### config.mk
export PLATFORM = sky130hd
export DESIGN_NAME = curtain_motor_ctrl
export DESIGN_NICKNAME = d
export VERILOG_FILES = /design/src/rtl/curtain_motor_ctrl.sv
export SDC_FILE = /design/constraint.sdc
export NUM_CORES = 1
export LEC_CHECK = 0
export CORE_MARGIN = 4
export CORE_UTILIZATION = 42
export CTS_BUF_LIST = sky130_fd_sc_hd__clkbuf_8
export DETAILED_ROUTE_END_ITERATION = 16
export DONT_BUFFER_PORTS = 1
export SYNTH_ARGS = -nofsm -noshare
export SYNTH_HDL_FRONTEND = slang
export SYNTH_SLANG_ARGS = --single-unit
### constraint.sdc
create_clock -name clk -period 2.9 [get_ports clk]
set_input_delay 0.725 -clock clk [delete_from_list [all_inputs] [get_ports clk]]
set_output_delay 0.725 -clock clk [all_outputs]
set_load 0.005 [all_outputs]
### src/rtl/curtain_motor_ctrl.sv
// Curtain motor H-bridge controller: decodes the PIO command word, debounces the
// end-of-travel switches and enforces dead time, run timeout and sensor-fault lockout.
module curtain_motor_ctrl #(
    parameter int DEADTIME_CYC = 50000,
    parameter int DEBOUNCE_CYC = 250000,
    parameter int MAX_RUN_CYC  = 1500000000,
    parameter int CNT_W        = 32
) (
    input  logic       clk,
    input  logic       reset,
    input  logic [2:0] cmd,
    input  logic       lim_open_raw,
    input  logic       lim_closed_raw,
    output logic       motor_open,
    output logic       motor_close,
    output logic [3:0] status
);

    typedef enum logic [2:0] {IDLE, DEAD, OPENING, CLOSING, FAULT} state_t;

    localparam logic [CNT_W-1:0] DEAD_LAST = CNT_W'(DEADTIME_CYC - 1);
    localparam logic [CNT_W-1:0] DEB_LAST  = CNT_W'(DEBOUNCE_CYC - 1);
    localparam logic [CNT_W-1:0] RUN_LAST  = CNT_W'(MAX_RUN_CYC - 1);
    localparam logic [CNT_W-1:0] CNT_MAX   = '1;

    // Index 0 is the fully-open switch, index 1 the fully-closed switch.
    logic [1:0]       lim_raw;
    logic [1:0]       sync_1;
    logic [1:0]       sync_2;
    logic [1:0]       lim_deb;
    logic [CNT_W-1:0] deb_cnt [2];

    logic             at_open;
    logic             at_closed;
    logic             req_open;
    logic             req_close;
    logic             sensor_fault;

    state_t           state;
    state_t           next_state;
    logic             target_open;
    logic [CNT_W-1:0] state_cnt;

    assign lim_raw = {lim_closed_raw, lim_open_raw};

    always_ff @(posedge clk) begin
        if (reset) begin
            sync_1  <= '0;
            sync_2  <= '0;
            lim_deb <= '0;
            for (int i = 0; i < 2; i++) begin
                deb_cnt[i] <= '0;
            end
        end else begin
            sync_1 <= lim_raw;
            sync_2 <= sync_1;
            for (int i = 0; i < 2; i++) begin
                if (sync_2[i] == lim_deb[i]) begin
                    deb_cnt[i] <= '0;
                end else if (deb_cnt[i] >= DEB_LAST) begin
                    lim_deb[i] <= sync_2[i];
                    deb_cnt[i] <= '0;
                end else begin
                    deb_cnt[i] <= deb_cnt[i] + CNT_W'(1);
                end
            end
        end
    end

    assign at_open      = lim_deb[0];
    assign at_closed    = lim_deb[1];
    assign req_open     = (cmd == 3'b101);
    assign req_close    = (cmd == 3'b110);
    assign sensor_fault = at_open & at_closed;

    // One counter serves dead time and run time; it restarts on every state change.
    always_ff @(posedge clk) begin
        if (reset) begin
            state       <= IDLE;
            target_open <= 1'b0;
            state_cnt   <= '0;
        end else begin
            state <= next_state;
            if (state == IDLE && next_state == DEAD) begin
                target_open <= req_open;
            end
            if (next_state != state) begin
                state_cnt <= '0;
            end else if (state_cnt != CNT_MAX) begin
                state_cnt <= state_cnt + CNT_W'(1);
            end
        end
    end

    always_comb begin
        next_state = state;
        case (state)
            IDLE: begin
                if (req_open && !at_open) begin
                    next_state = DEAD;
                end else if (req_close && !at_closed) begin
                    next_state = DEAD;
                end
            end
            DEAD: begin
                if (target_open ? !req_open : !req_close) begin
                    next_state = IDLE;
                end else if (state_cnt >= DEAD_LAST) begin
                    next_state = target_open ? OPENING : CLOSING;
                end
            end
            OPENING: begin
                if (at_open || !req_open) begin
                    next_state = IDLE;
                end else if (state_cnt >= RUN_LAST) begin
                    next_state = FAULT;
                end
            end
            CLOSING: begin
                if (at_closed || !req_close) begin
                    next_state = IDLE;
                end else if (state_cnt >= RUN_LAST) begin
                    next_state = FAULT;
                end
            end
            FAULT: begin
                if (!cmd[2]) begin
                    next_state = IDLE;
                end
            end
            default: next_state = IDLE;
        endcase
        // Both switches made at once cannot be real travel, so lock out regardless.
        if (sensor_fault) begin
            next_state = FAULT;
        end
    end

    always_comb begin
        motor_open  = (state == OPENING);
        motor_close = (state == CLOSING);
        status      = {state == FAULT,
                       (state == DEAD) || (state == OPENING) || (state == CLOSING),
                       at_open,
                       at_closed};
    end

endmodule

==> results of run 1 <==
==> metrics by stage <==
| step | util (%) | instances | setup WS, ns |
|---|---|---|---|
| after floorplan | - | 577 | 0.383 |
| after global placement | 48.0 | 740 | 0.206 |
| after detailed placement | 48.0 | 740 | 0.140 |
| after CTS | 49.6 | 756 | 0.227 |
| after global routing | 49.6 | 756 | 0.0669 |
| final | 49.6 | 756 | 0.225 |
==> cell usage after synthesis, types with 2 or more instances <==
| cell | instances | share of area [%] |
|---|---|---|
| nor3_2 | 29 | 5.5 |
| nand3b_1 | 2 | 0.28 |
| a31oi_1 | 5 | 0.59 |
| buf_6 | 3 | 0.64 |
| a2111oi_2 | 3 | 0.85 |
| buf_2 | 3 | 0.28 |
| a31o_2 | 2 | 0.33 |
| o21ai_0 | 6 | 0.57 |
| nor2b_1 | 7 | 0.83 |
| clkbuf_1 | 8 | 0.57 |
| xnor2_1 | 32 | 5.3 |
| nor3_1 | 17 | 1.6 |
| a2111oi_0 | 2 | 0.33 |
| o41ai_1 | 3 | 0.50 |
| a21oi_1 | 8 | 0.76 |
| nand3_1 | 24 | 2.3 |
| nor4_1 | 14 | 1.7 |
| nor2_1 | 58 | 4.1 |
| mux2i_1 | 3 | 0.57 |
| nor3b_1 | 3 | 0.43 |
| xor2_1 | 27 | 4.5 |
| a211oi_1 | 2 | 0.28 |
| nand2b_1 | 5 | 0.59 |
| conb_1 | 2 | 0.14 |
| dfxtp_1 | 42 | 16 |
| edfxtp_1 | 64 | 36 |
| and2_1 | 2 | 0.24 |
| o211ai_1 | 4 | 0.57 |
| and3_1 | 15 | 1.8 |
| ha_1 | 3 | 0.71 |
| inv_1 | 11 | 0.78 |
| or4_1 | 6 | 0.85 |
| and4_1 | 4 | 0.66 |
| nand2_1 | 30 | 2.1 |
| nand4_1 | 15 | 1.8 |
==> power by group through the flow <==
stage	clock [mW]	combinational [mW]	sequential, mW
finish	0.916	0.109	1.69
global route	1.03	0.127	1.69
CTS	0.971	0.106	1.69
detailed placement	0	0.105	1.72
global placement	0	0.105	1.72
floorplan	0	0.0943	1.71
==> kinds of logic (layout without fill, tap and decap cells) <==
group           after synthesis  in the layout  synth area share [%]
compound gates               49             49                  7.51
xor+xnor                     59             59                  9.78
fa+ha+maj                     3              3                 0.710
buf+inv                      26             37                  2.42
flops                       106            106                  52.3
mux                           3              3                 0.568
other cells                   2             92                 0.142
simple gates                239            239                  26.6
==> registers in the layout, summed over array words and instances, names as in the netlist <==
| signal | flops |
|---|---|
| deb_cnt | 64 |
| lim_deb | 2 |
| state | 3 |
| state_cnt | 32 |
| sync_1 | 2 |
| sync_2 | 2 |
| target_open | 1 |
==> per-layer routing <==
layer / global-route usage [%] / up-vias / routed length [um]
li1: - / 1888 / -
met1: 17.4 / 1797 / 4400
met2: 23.9 / 43 / 4690
met3: 4.52 / 11 / 389
met4: 5.58 / 0 / 143
met5: 0 / - / 0
==> how the worst max path moves through the flow <==
stage | to | from
floorplan | deb_cnt[1][17] | deb_cnt[1][0]
global placement | state_cnt[12] | cmd[0]
detailed placement | state_cnt[12] | cmd[0]
CTS | state_cnt[12] | state_cnt[0]
global route | state_cnt[15] | state_cnt[0]
finish | state_cnt[12] | state_cnt[0]
==> cell type report <==
cell class / instances / area [um^2] / share of cell area (%)
clock buffers: 9 / 124 / 2.05
clock inverters: 7 / 71.3 / 1.18
inverters: 11 / 41.3 / 0.685
multi-input cells: 445 / 2730 / 45.3
flip-flops and latches: 106 / 2760 / 45.8
well taps: 168 / 210 / 3.49
repair buffers: 10 / 87.6 / 1.45
==> worst max-delay path: stages, from the launching register on <==
cell and delay, ns:
dfxtp_1 0.39, ha_1 0.19, nand3_1 0.23, or2_2 0.38, a2111o_1 0.43, nand3_1 0.14
o41a_4 0.47, buf_4 0.26, nor3_2 0.06
==> metrics list, run 1 <==
* Vertical die dimension: 120 um
- After routing the design area is 6030 um^2.
- For this run, the register share of the synthesized area comes to 52.3%.
* Internal reg-to-reg setup slack: 0.23 ns
- Adding up every negative setup slack in the final design gives 0 ns.
- Die width: 120 um
- Initial antenna violation count: 0
* Logic depth of the worst register-to-register path: 8
* Hold Crit Depth: 1
* DRC errors left: 0
- After detailed routing, the total wire length is 9620 um.
* Max-cap check violation count: 0
* Unique cell type count in the Yosys netlist: 58
* Cell area after synthesis: 5280 um^2
- The critical path in this run is classified as reg2reg.
- The region available for standard cell placement spans 12200 um^2.
* Slew at the pin closest to its max-slew limit: 0.684 ns
* Critical path data required time: 3.17 ns
- After detailed routing, the average wire length per cell comes to 12.7 um.
- Worst Hold Slack: 0.396 ns
- Clock-pin transition on the worst setup and hold timing paths: 0.11 ns
* Power spent charging and discharging nets: 0.622 mW
- The number of hold buffers added after CTS was 0.
- Clock period minus final worst setup slack: 2.67 ns
- Pre-antenna DRT Iters: 4
* Max-slew headroom at the worst pin: 54.4%
* Fill cell count: 1165
- Clock H-tree levels: 3
* Root cell of the clock tree: clkbuf_8
* Result of the run: finished, final reports clean
- Of all nets on the critical path, the largest fanout is 26.
* Worst flop-to-flop path endpoint: state_cnt[12]
* Signal arrival time at the worst endpoint: 2.94 ns
- The routed layout has 3739 vias.
- Path class of the lowest-slack min-delay path: in2reg
- Largest net degree at the start of global routing: 33
- Most frequent cells in the layout: 92 x conb_1, 64 x edfxtp_1, 58 x nor2_1
- Die Outline Area: 14400 um^2
- In this run the core area contains 40 standard-cell rows.
* Placed Instance Area: 5840 um^2
- Once the clock tree was built, the resizer swapped 0 gates to a different size.
* Initial core utilization: 43.4%
* Clk pwr share: 33.8%
- Proportion of total power due to net switching: 22.9%
- The cell count after synthesis came out at 487.
- Setup repair after global routing missed its margin: false
* Clock Latency Late Sink: 0.38 ns
* Syn avg cell area: 10.8 um^2
- Vias per std cell: 4.95
* Number of nets still failing antenna checks after routing: 0
- Number of clock buffers inserted by TritonCTS: 9
- The share of total power dissipated in sequential elements is 62.2%.
- The area growth from synthesis to layout is 14.1%.
* Async set-reset flop share out of synthesis: 0%
- The detailed router finished its first iteration with 176 violations.
* Tot Pwr: 2.71 mW
* Cell Int Power: 2.09 mW
- Timing would allow up to 0.374 GHz.
* Most frequent standard cell in the layout excluding fill and tap cells: conb_1
* Total Routing Usage GR: 14.4%
* Proportion of layout cells with a drive suffix above 1: 11.7%
- Final Max Tran Viols: 0
- Dividing total power by cell area gives a power density of 450 nW/um^2.
* Placed wire-length estimate: 6960 um
- Global-route wire length before repair: 16600 um
* Hold Violations, Final: 0
* Terminating pin of the worst hold path: sync_1[0]
- The startpoint identified for the worst hold timing path is reset.
* IO Pins: 13
* Setup repair bufs after CTS: 0
- The Yosys step of the flow raised 0 warnings.
- The most used flip-flop cell after synthesis is edfxtp_1.
- Clock skew on the completed layout was measured at 0.0140 ns.
- Final count of negative-setup-slack endpoints: 0
* Endpoint type of the worst setup path: register
* Number of synthesized flops with an enable pin: 64
- Startpoint kind of the worst setup timing path: register
- Number of synthesized register bits: 106
- Routability-driven placement finished with a final weighted congestion of 0.807.
* Peak supply drop: 0.324 mV
- Number of I/O port buffers: 0
- Overflow left after global routing: 0
- In this run the deepest clock path goes through 2 buffers.
- In the final design database the tool counted 593 nets.
- The analysis attributes to cell leakage a power of 2.07 nW.
- # clock sinks: 106
* Vias in the first global route: 3678
* Number of diodes: 0
- In this run, the combinational gates consume 4.0% of the power.
- In the finished design, the share of the clock period the worst path needs comes to 92.2%.
- Worst R2R Start: state_cnt[0]
- TritonCTS built the clock tree.
Note: power is estimated with default switching activity, not from simulation.
==> run 2, diff against run 1 <==
--- a/config.mk
+++ b/config.mk
@@ -5,7 +5,7 @@
 export SDC_FILE = /design/constraint.sdc
 export NUM_CORES = 1
 export LEC_CHECK = 0
-export CORE_MARGIN = 4
+export CAP_MARGIN = 20
 export CORE_UTILIZATION = 42
 export CTS_BUF_LIST = sky130_fd_sc_hd__clkbuf_8
 export DETAILED_ROUTE_END_ITERATION = 16
==> metrics list, run 2 (same netlist as run 1, synthesis figures left out) <==
- Flip-flop count of the largest register after layout: 64 (unchanged)
- The routed wirelength normalized by instance count is 12.5 um (-2.1%).
* Most frequent standard cell in the layout excluding fill and tap cells: conb_1
- The floorplan row count is 40 (unchanged).
- The achievable clock frequency was 0.385 GHz (+3.1%).
- The design area came to 6020 um^2 (-0.12%).
* Most frequent cells in the layout: 92 x conb_1, 64 x edfxtp_1, 58 x nor2_1
- The total power per unit cell area was 460 nW/um^2 (+2.2%).
* Die Outline Area: 13000 um^2 (-9.7%)
- The sum of routed wire length over all layers is 9380 um (-2.5%).
- The setup path with the least slack is of type reg2reg.
* Post-layout nets: 590 (-0.51%)
* # clock sinks: 106 (unchanged)
* Internal reg-to-reg setup slack: 0.30 ns (+0.08 ns)
- The clock-pin slew on the worst setup and hold paths was 0.09 ns (-0.02 ns).
* Die width: 114 um (-5.0%)
- Clock Latency Late Sink: 0.38 ns (about the same)
- The max capacitance violation total was 0 (unchanged).
- The leakage power summed over all cells was 2.08 nW (+0.23%).
- The first-pass GRT wire length is 16100 um (-3.1%).
- Number of diodes: 0 (unchanged)
- Root cell of the clock tree: clkbuf_8
- STA classifies the critical path startpoint as a register.
- Pre-antenna DRT Iters: 4 (unchanged)
- Number of resized instances in the post-cts repair step: 0 (unchanged)
- Slew at the pin closest to its max-slew limit: 0.679 ns (-0.00503 ns)
* Number of hold-repair buffers added at the cts stage: 0 (unchanged)
- The worst register-to-register path ends at state_cnt[24].
- Hold Crit Depth: 1 (unchanged)
- The part of the cycle the worst path needs came to 89.5% (-2.7 points).
* Maximum root-to-sink buffer count: 2 (unchanged)
- Startpoint of the worst hold path: reset
- Placed wire-length estimate: 6750 um (-3.0%)
- P&R area growth vs syn: 14.0%
* Register with the highest flop count: deb_cnt
- Largest regs: deb_cnt: 64 flops, state_cnt: 32 flops, state: 3 flops
- The total number of H-tree levels was 3 (unchanged).
- The maximum number of pins on one net before global-route repair came to 33 (unchanged).
- Initial antenna violation count: 0 (unchanged)
* Sum of negative setup slack: 0 ns (unchanged)
- Hold Violations, Final: 0 (unchanged)
* Vias in the first global route: 3520 (-4.3%)
- Endpoint type of the worst setup path: register
- Final Max Tran Viols: 0 (unchanged)
* Core outline area: 12200 um^2 (unchanged)
* Clock tree from TritonCTS: yes
- The final setup skew was 0.00933 ns (-0.00464 ns).
* Signal arrival time at the worst endpoint: 2.87 ns (-0.07 ns)
- Crit-path max FO: 32 (+23%)
* Proportion of layout cells with a drive suffix above 1: 10.9% (-0.79 points)
- Overflow left after global routing: 0 (unchanged)
- Number of I/O port buffers: 0 (unchanged)
* Terminating pin of the worst hold path: sync_1[1]
* DRC errors left: 0 (unchanged)
* Initial core utilization: 43.4% (unchanged)
* IO Pins: 13 (unchanged)
- Number of nets still failing antenna checks after routing: 0 (unchanged)
* Total via count after detailed routing: 3694 (-1.2%)
- Vias per std cell: 4.91 (-0.81%)
- The worst vdd rail ir drop was 0.257 mV (-21%).
- The min-delay analysis places its worst path in the category in2reg.
* Worst R2R Start: state_cnt[31]
- The normalized max-slew margin came to 54.7% (+0.34 points).
* Logic depth of the worst register-to-register path: 6 (-2)
* Vertical die dimension: 114 um (-5.0%)
- Setup repair after global routing left no endpoint under its margin.
- Setup repair bufs after CTS: 0 (unchanged)
- The final setup violation count is 0 (unchanged).
- Number of clock buffers inserted by TritonCTS: 9 (unchanged)
* Critical path data required time: 3.18 ns (about the same)
* Count of routing violations after the opening detailed-route iteration: 208 (+18%)
- Result of the run: finished, final reports clean
- GPL Wtd Cong: 0.811 (+0.43%)
* Total Routing Usage GR: 15.9% (+1.5 points)
- The post-route minimum period was 2.60 ns (-0.0796 ns).
- The placed standard-cell area is 5810 um^2 (-0.39%).
[run 2: cell types whose count changed in the layout (fill, tap and decap cells not counted)]
| cell | previous run | this run |
|---|---|---|
| inv_1 | 12 | 14 |
| bufinv_16 | 1 | 2 |
| buf_4 | 9 | 6 |
| clkinv_4 | 1 | 0 |
| clkinv_2 | 1 | 0 |
| clkinvlp_4 | 2 | 0 |
| inv_4 | 0 | 1 |
[run 2: power breakdown]
group          internal (mW)  switching [mW]  leakage (nW)  total, mW
sequential              1.65          0.0339         0.985       1.69
clock                  0.481           0.493         0.118      0.974
combinational         0.0354          0.0715         0.976      0.107
total                   2.17           0.598          2.08       2.77
[run 2: how the worst max path moves through the flow]
stage	startpoint	to	depth (start not counted)
floorplan	deb_cnt[1][0]	deb_cnt[1][17]	10
global placement	cmd[0]	state_cnt[24]	6
detailed placement	cmd[0]	state_cnt[24]	6
CTS	state_cnt[31]	state_cnt[24]	6
global route	deb_cnt[1][0]	deb_cnt[1][11]	8
finish	state_cnt[31]	state_cnt[24]	6
[run 2: layer usage]
layer	vias to the layer above	part of all wire [%]	global-route usage (%)
met3	9	3.5	4.87
li1	1881	-	-
met5	-	0	0
met1	1757	47	19.4
met2	47	49	26.7
met4	0	1.3	5.19
[run 2: cell type report]
class                      count  area [um^2]
multi-input combinational    445         2730
sequential                   106         2760
fill                        1166         6140
timing repair buffer           7         65.1
clock inverter                 7         86.3
inverter                      11         41.3
tap                          168          210
clock buffer                   9          124
[run 2: metrics by stage]
step / instances / power (mW) / utilization, % / hold slack, ns / worst slack [ns]
finish: 753 / 2.77 / 49.5 / 0.414 / 0.305
global route: 753 / 2.89 / 49.5 / 0.378 / 0.149
CTS: 753 / 2.81 / 49.5 / 0.381 / 0.304
detailed placement: 737 / 1.83 / 47.8 / 0.435 / 0.179
global placement: 737 / 1.82 / 47.8 / 0.434 / 0.232
floorplan: 577 / 1.81 / - / 0.414 / 0.383
[run 2: worst max-delay path, cell delays in order (launching register included)]
cell and delay (ns):
dfxtp_1 0.36, or4_4 0.56, nand3b_4 0.18, nor3_4 0.24, nor3_1 0.09, o41a_4 0.71
a2111oi_2 0.34
